<file path="src/rtl/pipelined_adder_if.sv">
// Operand/result handshake bundle for pipelined_adder.
// master = operand source and result consumer, slave = the adder.
interface pipelined_adder_if #(
    parameter int WIDTH = 8
);
    logic             in_valid;
    logic             in_ready;
    logic [WIDTH-1:0] a;
    logic [WIDTH-1:0] b;
    logic             sub;
    logic             cin;
    logic             out_valid;
    logic             out_ready;
    logic [WIDTH-1:0] sum;
    logic             cout;
    logic             ovf;
    logic             zero;

    modport master (
        output in_valid, a, b, sub, cin, out_ready,
        input  in_ready, out_valid, sum, cout, ovf, zero
    );

    modport slave (
        input  in_valid, a, b, sub, cin, out_ready,
        output in_ready, out_valid, sum, cout, ovf, zero
    );
endinterface

</file>
<file path="src/rtl/pipelined_adder.sv">
// Pipelined ripple-carry adder/subtractor, WIDTH bits split into STAGES carry-registered chunks.
// Define PIPELINED_ADDER_FLAGS_EN to build the ovf/zero status flags; otherwise both read 0.
module pipelined_adder #(
    parameter int WIDTH  = 8,
    parameter int STAGES = 2
) (
    input  logic               clk,
    input  logic               reset,
    pipelined_adder_if.slave   bus
);
    localparam int C = WIDTH / STAGES;
    localparam int L = STAGES - 1;

    logic             w_adv;

    logic [WIDTH-1:0] r_a [STAGES];
    logic [WIDTH-1:0] r_b [STAGES];
    logic [WIDTH-1:0] r_s [STAGES];
    logic             r_c [STAGES];
    logic             r_v [STAGES];

    logic [WIDTH-1:0] w_a_in [STAGES];
    logic [WIDTH-1:0] w_b_in [STAGES];
    logic [WIDTH-1:0] w_s_in [STAGES];
    logic             w_c_in [STAGES];
    logic             w_v_in [STAGES];
    logic [WIDTH-1:0] w_s_nx [STAGES];
    logic             w_c_nx [STAGES];
    logic [C:0]       w_chunk [STAGES];

    assign w_adv        = !r_v[L] || bus.out_ready;
    assign bus.in_ready = w_adv;

    // Stage k consumes the operands skewed in from stage k-1 and fills chunk k of the sum.
    always_comb begin
        w_a_in[0] = bus.a;
        w_b_in[0] = bus.sub ? ~bus.b : bus.b;
        w_c_in[0] = bus.sub | bus.cin;
        w_s_in[0] = '0;
        w_v_in[0] = bus.in_valid;
        for (int k = 1; k < STAGES; k++) begin
            w_a_in[k] = r_a[k-1];
            w_b_in[k] = r_b[k-1];
            w_c_in[k] = r_c[k-1];
            w_s_in[k] = r_s[k-1];
            w_v_in[k] = r_v[k-1];
        end
        for (int k = 0; k < STAGES; k++) begin
            w_chunk[k] = {1'b0, w_a_in[k][k*C +: C]}
                       + {1'b0, w_b_in[k][k*C +: C]}
                       + {{C{1'b0}}, w_c_in[k]};
            w_s_nx[k]            = w_s_in[k];
            w_s_nx[k][k*C +: C]  = w_chunk[k][C-1:0];
            w_c_nx[k]            = w_chunk[k][C];
        end
    end

    // Data only loads with a valid token, so bubbles leave the result fields untouched.
    always_ff @(posedge clk or posedge reset) begin
        if (reset) begin
            for (int k = 0; k < STAGES; k++) begin
                r_v[k] <= 1'b0;
                r_c[k] <= 1'b0;
                r_s[k] <= '0;
                r_a[k] <= '0;
                r_b[k] <= '0;
            end
        end else if (w_adv) begin
            for (int k = 0; k < STAGES; k++) begin
                r_v[k] <= w_v_in[k];
                if (w_v_in[k]) begin
                    r_c[k] <= w_c_nx[k];
                    r_s[k] <= w_s_nx[k];
                    r_a[k] <= w_a_in[k];
                    r_b[k] <= w_b_in[k];
                end
            end
        end
    end

    assign bus.out_valid = r_v[L];
    assign bus.sum       = r_s[L];
    assign bus.cout      = r_c[L];

`ifdef PIPELINED_ADDER_FLAGS_EN
    logic r_ovf;
    logic r_zero;
    logic w_ovf_nx;
    logic w_zero_nx;

    // a^b'^sum at the MSB recovers the carry into the MSB.
    assign w_ovf_nx  = w_a_in[L][WIDTH-1] ^ w_b_in[L][WIDTH-1]
                     ^ w_s_nx[L][WIDTH-1] ^ w_c_nx[L];
    assign w_zero_nx = (w_s_nx[L] == '0);

    always_ff @(posedge clk or posedge reset) begin
        if (reset) begin
            r_ovf  <= 1'b0;
            r_zero <= 1'b0;
        end else if (w_adv && w_v_in[L]) begin
            r_ovf  <= w_ovf_nx;
            r_zero <= w_zero_nx;
        end
    end

    assign bus.ovf  = r_ovf;
    assign bus.zero = r_zero;
`else
    assign bus.ovf  = 1'b0;
    assign bus.zero = 1'b0;
`endif

endmodule

</file>
<file path="src/flat_wrapper.sv">
// flat-port wrapper written by rule: the top's interface ports become plain ports
module pipelined_adder_flat 
#(
    parameter int WIDTH  = 8,
    parameter int STAGES = 2
)
  (clk, reset, bus_in_valid, bus_a, bus_b, bus_sub, bus_cin, bus_out_ready, bus_in_ready, bus_out_valid, bus_sum, bus_cout, bus_ovf, bus_zero);
  pipelined_adder_if #(.WIDTH(WIDTH)) bus_i ();
  input  logic clk;
  input  logic reset;
  input wire logic [$bits(bus_i.in_valid)-1:0] bus_in_valid;
  input wire logic [$bits(bus_i.a)-1:0] bus_a;
  input wire logic [$bits(bus_i.b)-1:0] bus_b;
  input wire logic [$bits(bus_i.sub)-1:0] bus_sub;
  input wire logic [$bits(bus_i.cin)-1:0] bus_cin;
  input wire logic [$bits(bus_i.out_ready)-1:0] bus_out_ready;
  output wire logic [$bits(bus_i.in_ready)-1:0] bus_in_ready;
  output wire logic [$bits(bus_i.out_valid)-1:0] bus_out_valid;
  output wire logic [$bits(bus_i.sum)-1:0] bus_sum;
  output wire logic [$bits(bus_i.cout)-1:0] bus_cout;
  output wire logic [$bits(bus_i.ovf)-1:0] bus_ovf;
  output wire logic [$bits(bus_i.zero)-1:0] bus_zero;
  assign bus_i.in_valid = bus_in_valid;
  assign bus_i.a = bus_a;
  assign bus_i.b = bus_b;
  assign bus_i.sub = bus_sub;
  assign bus_i.cin = bus_cin;
  assign bus_i.out_ready = bus_out_ready;
  assign bus_in_ready = bus_i.in_ready;
  assign bus_out_valid = bus_i.out_valid;
  assign bus_sum = bus_i.sum;
  assign bus_cout = bus_i.cout;
  assign bus_ovf = bus_i.ovf;
  assign bus_zero = bus_i.zero;
  pipelined_adder #(.WIDTH(WIDTH), .STAGES(STAGES)) u_core (.clk(clk), .reset(reset), .bus(bus_i));
endmodule
</file>
<file path="config.mk">
export PLATFORM = sky130hd
export DESIGN_NAME = pipelined_adder_flat
export DESIGN_NICKNAME = d
export VERILOG_FILES = /design/src/rtl/pipelined_adder_if.sv /design/src/rtl/pipelined_adder.sv /design/src/flat_wrapper.sv
export SDC_FILE = /design/constraint.sdc
export NUM_CORES = 1
export LEC_CHECK = 0
export CAP_MARGIN = 0
export CORE_AREA = 10 10 63 65
export CTS_BUF_LIST = sky130_fd_sc_hd__clkbuf_4 sky130_fd_sc_hd__clkbuf_8 sky130_fd_sc_hd__clkbuf_16
export DETAILED_ROUTE_END_ITERATION = 8
export DIE_AREA = 0 0 73 75
export PLACE_DENSITY_LB_ADDON = 0.25
export SLEW_MARGIN = 20
export SYNTH_ARGS = -nofsm -noshare
export SYNTH_HDL_FRONTEND = slang
export SYNTH_SLANG_ARGS = --single-unit
export TNS_END_PERCENT = 100
</file>
<file path="constraint.sdc">
create_clock -name clk -period 2.9 [get_ports clk]
set_clock_uncertainty 0.05 [all_clocks]
set_input_delay 0.58 -clock clk [delete_from_list [all_inputs] [get_ports clk]]
set_output_delay 0.58 -clock clk [all_outputs]
set_load 0.02 [all_outputs]
</file>
=== After elaboration in Yosys (flattened, before gate mapping) ===
Index checks and enable logic that the tools add are counted.

* $add $sub $neg: 4
* Bitwise gates (word level): 2
* Mux-type cells: 1
* Reductions and logical operators: 4

{| class="wikitable"
|+ Operators by type and width
! operator !! count
|-
| adder 4 x 4 -> 5 bit || 2
|-
| adder 5 x 1 -> 5 bit || 2
|-
| 2-to-1 mux 8 bit || 1
|-
| NOT 8 bit || 1
|-
| AND reduction 2 bit || 2
|-
| logical NOT 1 bit || 1
|-
| logical OR 1 bit || 1
|-
| bitwise OR 1 bit || 1
|}

* Output and inout port bits: 13
* Logic and storage cells: 19
* Flip-flop bits (word level): 32
* Input port bits: 22

=== Depth between registers and ports, before layout ===
* Depth after elaboration: 4
* Depth in mapped cells: 7

=== Worst setup path before layout ===
OpenSTA, ideal clock, no wires.

* Path type: input-to-reg
* Start: input port bus_sub
* End: register u_core.r_c[1] (netlist name)
* Required time: 2.721 ns
* Setup slack: 0.498 ns
* Stages: 7
* Library setup time: 0.129 ns
* Arrival time: 2.223 ns
* Buffers on the path: 1
* Cell sequence: buf_2 > or2_2 > fa_1 > fa_1 > a21o_1 > a21oi_1 > o21ai_0

* Word-level cells in the longest chain between the ends: 3
* Elaborated cells on any way between the ends: 4

{| class="wikitable"
|+ Ends and longest elaborated chain
! what !! line !! text
|-
| start, declared || flat_wrapper.sv:14 || <nowiki>input wire logic [$bits(bus_i.sub)-1:0] bus_sub;</nowiki>
|-
| 2-to-1 mux 8 bit || pipelined_adder.sv:37 || <nowiki>w_b_in[0] = bus.sub ? ~bus.b : bus.b;</nowiki>
|-
| adder 4 x 4 -> 5 bit || pipelined_adder.sv:50 || <nowiki>+ {1'b0, w_b_in[k][k*C +: C]}</nowiki>
|-
| adder 5 x 1 -> 5 bit (*) || pipelined_adder.sv:51 || <nowiki>+ {{C{1'b0}}, w_c_in[k]};</nowiki>
|-
| end signal, assigned by index || pipelined_adder.sv:72 || <nowiki>r_c[k] <= w_c_nx[k];</nowiki>
|-
| end, declared || pipelined_adder.sv:19 || <nowiki>logic r_c [STAGES];</nowiki>
|}

Mark *: on every way between the ends. The rest lies on a longest branch, timed or not.
A chain may end at the register's enable or synchronous reset.

=== Worst setup path in the final report ===
Ends and elaborated chain as after synthesis.

==> flow_summary.toml <==
[status]
status = "complete, no violations"

[routing]
postRouteAntennaNets = 0
wl_mm = 2.53
vias = 898
wl_per_cell_um = 14.6
viasPerCell = 5.19
drtIter0Drc = 36
drc = 0
dr.pass1.iters = 4

[final_layout]
area_growth_pct = 22.5
finalNetCount = 176
design_area_um2 = 1660
final_common_cell = "clkdlybuf4s50_1"
instances_no_fill = 173
insertedDiodeCount = 0
drive_above_1_share = 0.155
most-common-layout-cells = "clkdlybuf4s50_1 (32), dfrtp_1 (24), o21ai_0 (17)"

[clocking]
holdBufCountCts = 0
tritoncts = "built"
cts_num_sinks = 24
cts_resized = 0
post_cts_buffers = 0
cts_max_level = 1
cts_buffer_depth = 2
clock_latency_ns = 0.31
clk_pin_slew_ns = 0.12
cts_root_buf = "clkbuf_4"
cts_inserted_buffers = 3

[floorplan]
std_cell_rows = 19
die-area_um2 = 5480
die_h_um = 75
coreArea_um2 = 2710
start_util = 0.500
ios = 35
die_w_um = 73

[global_routing]
antenna_found_initial = 0
grt_pass1_wl_mm = 4.23
grt.overflow.total = 0
grt_use_total = 0.0953
grt_pass1_vias = 979
grt_start_max_net_pins = 25

[worst_setup_path]
r2r_cells = 4
r2r_start = "u_core.r_c[1]"
rr_endpoint = "u_core.bus.sum[5]"
critical_path_class = "in2reg"
crit_arrival_ns = 2.60
startpoint = "bus_sub"
startpoint_type = "primary input"
ff2ff_setup_slack_ns = 1.26
critPathCaptureType = "flip-flop"
worstPathMaxFanout = 3
crit_required_ns = 3.04
crit_end = "u_core.r_c[1]"

[power_and_ir_drop]
power_density_nw_per_um2 = 690
p_leak_nw = 0.729
peakVddDrop_mv = 0.477

[placement]
post-dp-hpwl_mm = 2.13
place_area_um2 = 1640
place.gp.congestion = 0.809
place_inst = 170
port-buffer-count = 32

[sta]
finalHoldViolCount = 0
max_slew_margin = 0.404
rsz0062_at_grt = "no"
setup_viol = 0
drv_slew = 0
finalSetupTns_ns = 0
fin_crit_sh = 0.848
min_period_ns = 2.46
max_freq_mhz = 407
tightest_slew_ns = 0.893

[synth]
synth_area_um2 = 1350
synth-seq-cells = 24
syn_avg_cell_area_um2 = 11.6
ys_types = 30
yosysWarningCount = 0
synthCells = 117
ys_seq_area_frac = 0.444

[job]
cap_violations = 0

[min_path]
hold_class = "reg2reg"
cell type report:
cell class	instances	area (um2)
Clock buffer	3	22.5
Fill cell	230	1050
Inverter	7	31.3
Multi-Input combinational cell	74	629
Sequential cell	24	601
Tap cell	31	38.8
Timing Repair Buffer	34	335
worst min-delay path by stage:
stage / endpoint / start / cells past startpoint
after floorplan: u_core.r_s[10] / u_core.r_s[10] / 2
after global placement: u_core.bus.sum[0] / u_core.bus.sum[0] / 1
after detailed placement: u_core.bus.sum[0] / u_core.r_s[8] / 1
after CTS: u_core.bus.sum[0] / u_core.r_s[8] / 1
after global routing: u_core.r_s[8] / u_core.r_s[8] / 1
final: u_core.bus.sum[0] / u_core.r_s[8] / 1
per-layer routing:
layer	GRT usage	routed length, um	up-vias
met4	0.0506	42	0
met1	0.113	1150	426
met5	0	0	-
li1	-	-	438
met2	0.163	1190	30
met3	0.0131	147	4
metrics by stage:
step	setup slack [ns]	hold WS (ns)	utilization	power, W
2_1_floorplan	0.498	0.418	-	0.000876
4_1_cts	0.432	0.474	0.612	0.00116
6_report	0.442	0.468	0.612	0.00114
3_5_place_dp	0.112	0.445	0.603	0.00102
3_3_place_gp	0.146	0.438	0.603	0.00100
5_1_grt	0.385	0.496	0.612	0.00123
sequential cells by signal (all words and copies together) (netlist names):
signal / flops
u_core.bus.out_valid: 1
u_core.r_b: 4
u_core.r_a: 4
u_core.r_s: 4
u_core.bus.cout: 1
u_core.bus.sum: 8
u_core.r_v: 1
u_core.r_c: 1
logic make-up (layout without fill, tap and decap cells):
logic type	after synthesis	count (layout)	share of synthesized area
buffers and inverters	20	44	0.0943
adder cells (fa/ha/maj)	10	10	0.115
flip-flops	24	24	0.444
multiplexers	11	11	0.0970
XOR/XNOR	10	10	0.0647
AND/OR/NAND/NOR	12	12	0.0629
other	1	2	0.00277
AO/OA/AOI/OAI	29	29	0.120
synthesized netlist by cell type:
library cell | number | area, um2
and3b_1 | 2 | 17.5
clkbuf_2 | 1 | 5.00
nand2_4 | 1 | 11.3
a21boi_0 | 2 | 15.0
fa_1 | 4 | 80.1
xor2_1 | 6 | 52.6
inv_6 | 1 | 8.76
dfrtp_1 | 24 | 601
a21o_1 | 1 | 7.51
mux2_2 | 9 | 101
nand3_1 | 2 | 10.0
o21ai_0 | 17 | 85.1
o21ai_1 | 1 | 5.00
nor2b_1 | 1 | 6.26
buf_4 | 10 | 75.1
ha_1 | 6 | 75.1
nor2b_4 | 1 | 13.8
o31ai_2 | 1 | 12.5
mux2_4 | 2 | 30.0
buf_6 | 1 | 11.3
or2_2 | 1 | 6.26
xnor2_1 | 4 | 35.0
nand2_2 | 1 | 6.26
inv_1 | 6 | 22.5
nor3_1 | 2 | 10.0
buf_2 | 1 | 5.00
conb_1 | 1 | 3.75
nand2_1 | 1 | 3.75
o31ai_1 | 1 | 7.51
a21oi_1 | 6 | 30.0
power by group:
part	internal (W)	switching [W]	total, W
Clock	0.0000484	0.0000921	0.000141
Combinational	0.000267	0.000242	0.000509
Sequential	0.000439	0.0000558	0.000495
worst max-delay path, cell delays in order:
cell	delay, ns
clkdlybuf4s50_1	0.47
or2_2	0.33
fa_1	0.40
fa_1	0.41
a21o_1	0.19
a21oi_1	0.13
o21ai_0	0.08
No activity file was read; power rests on OpenSTA's default activity.
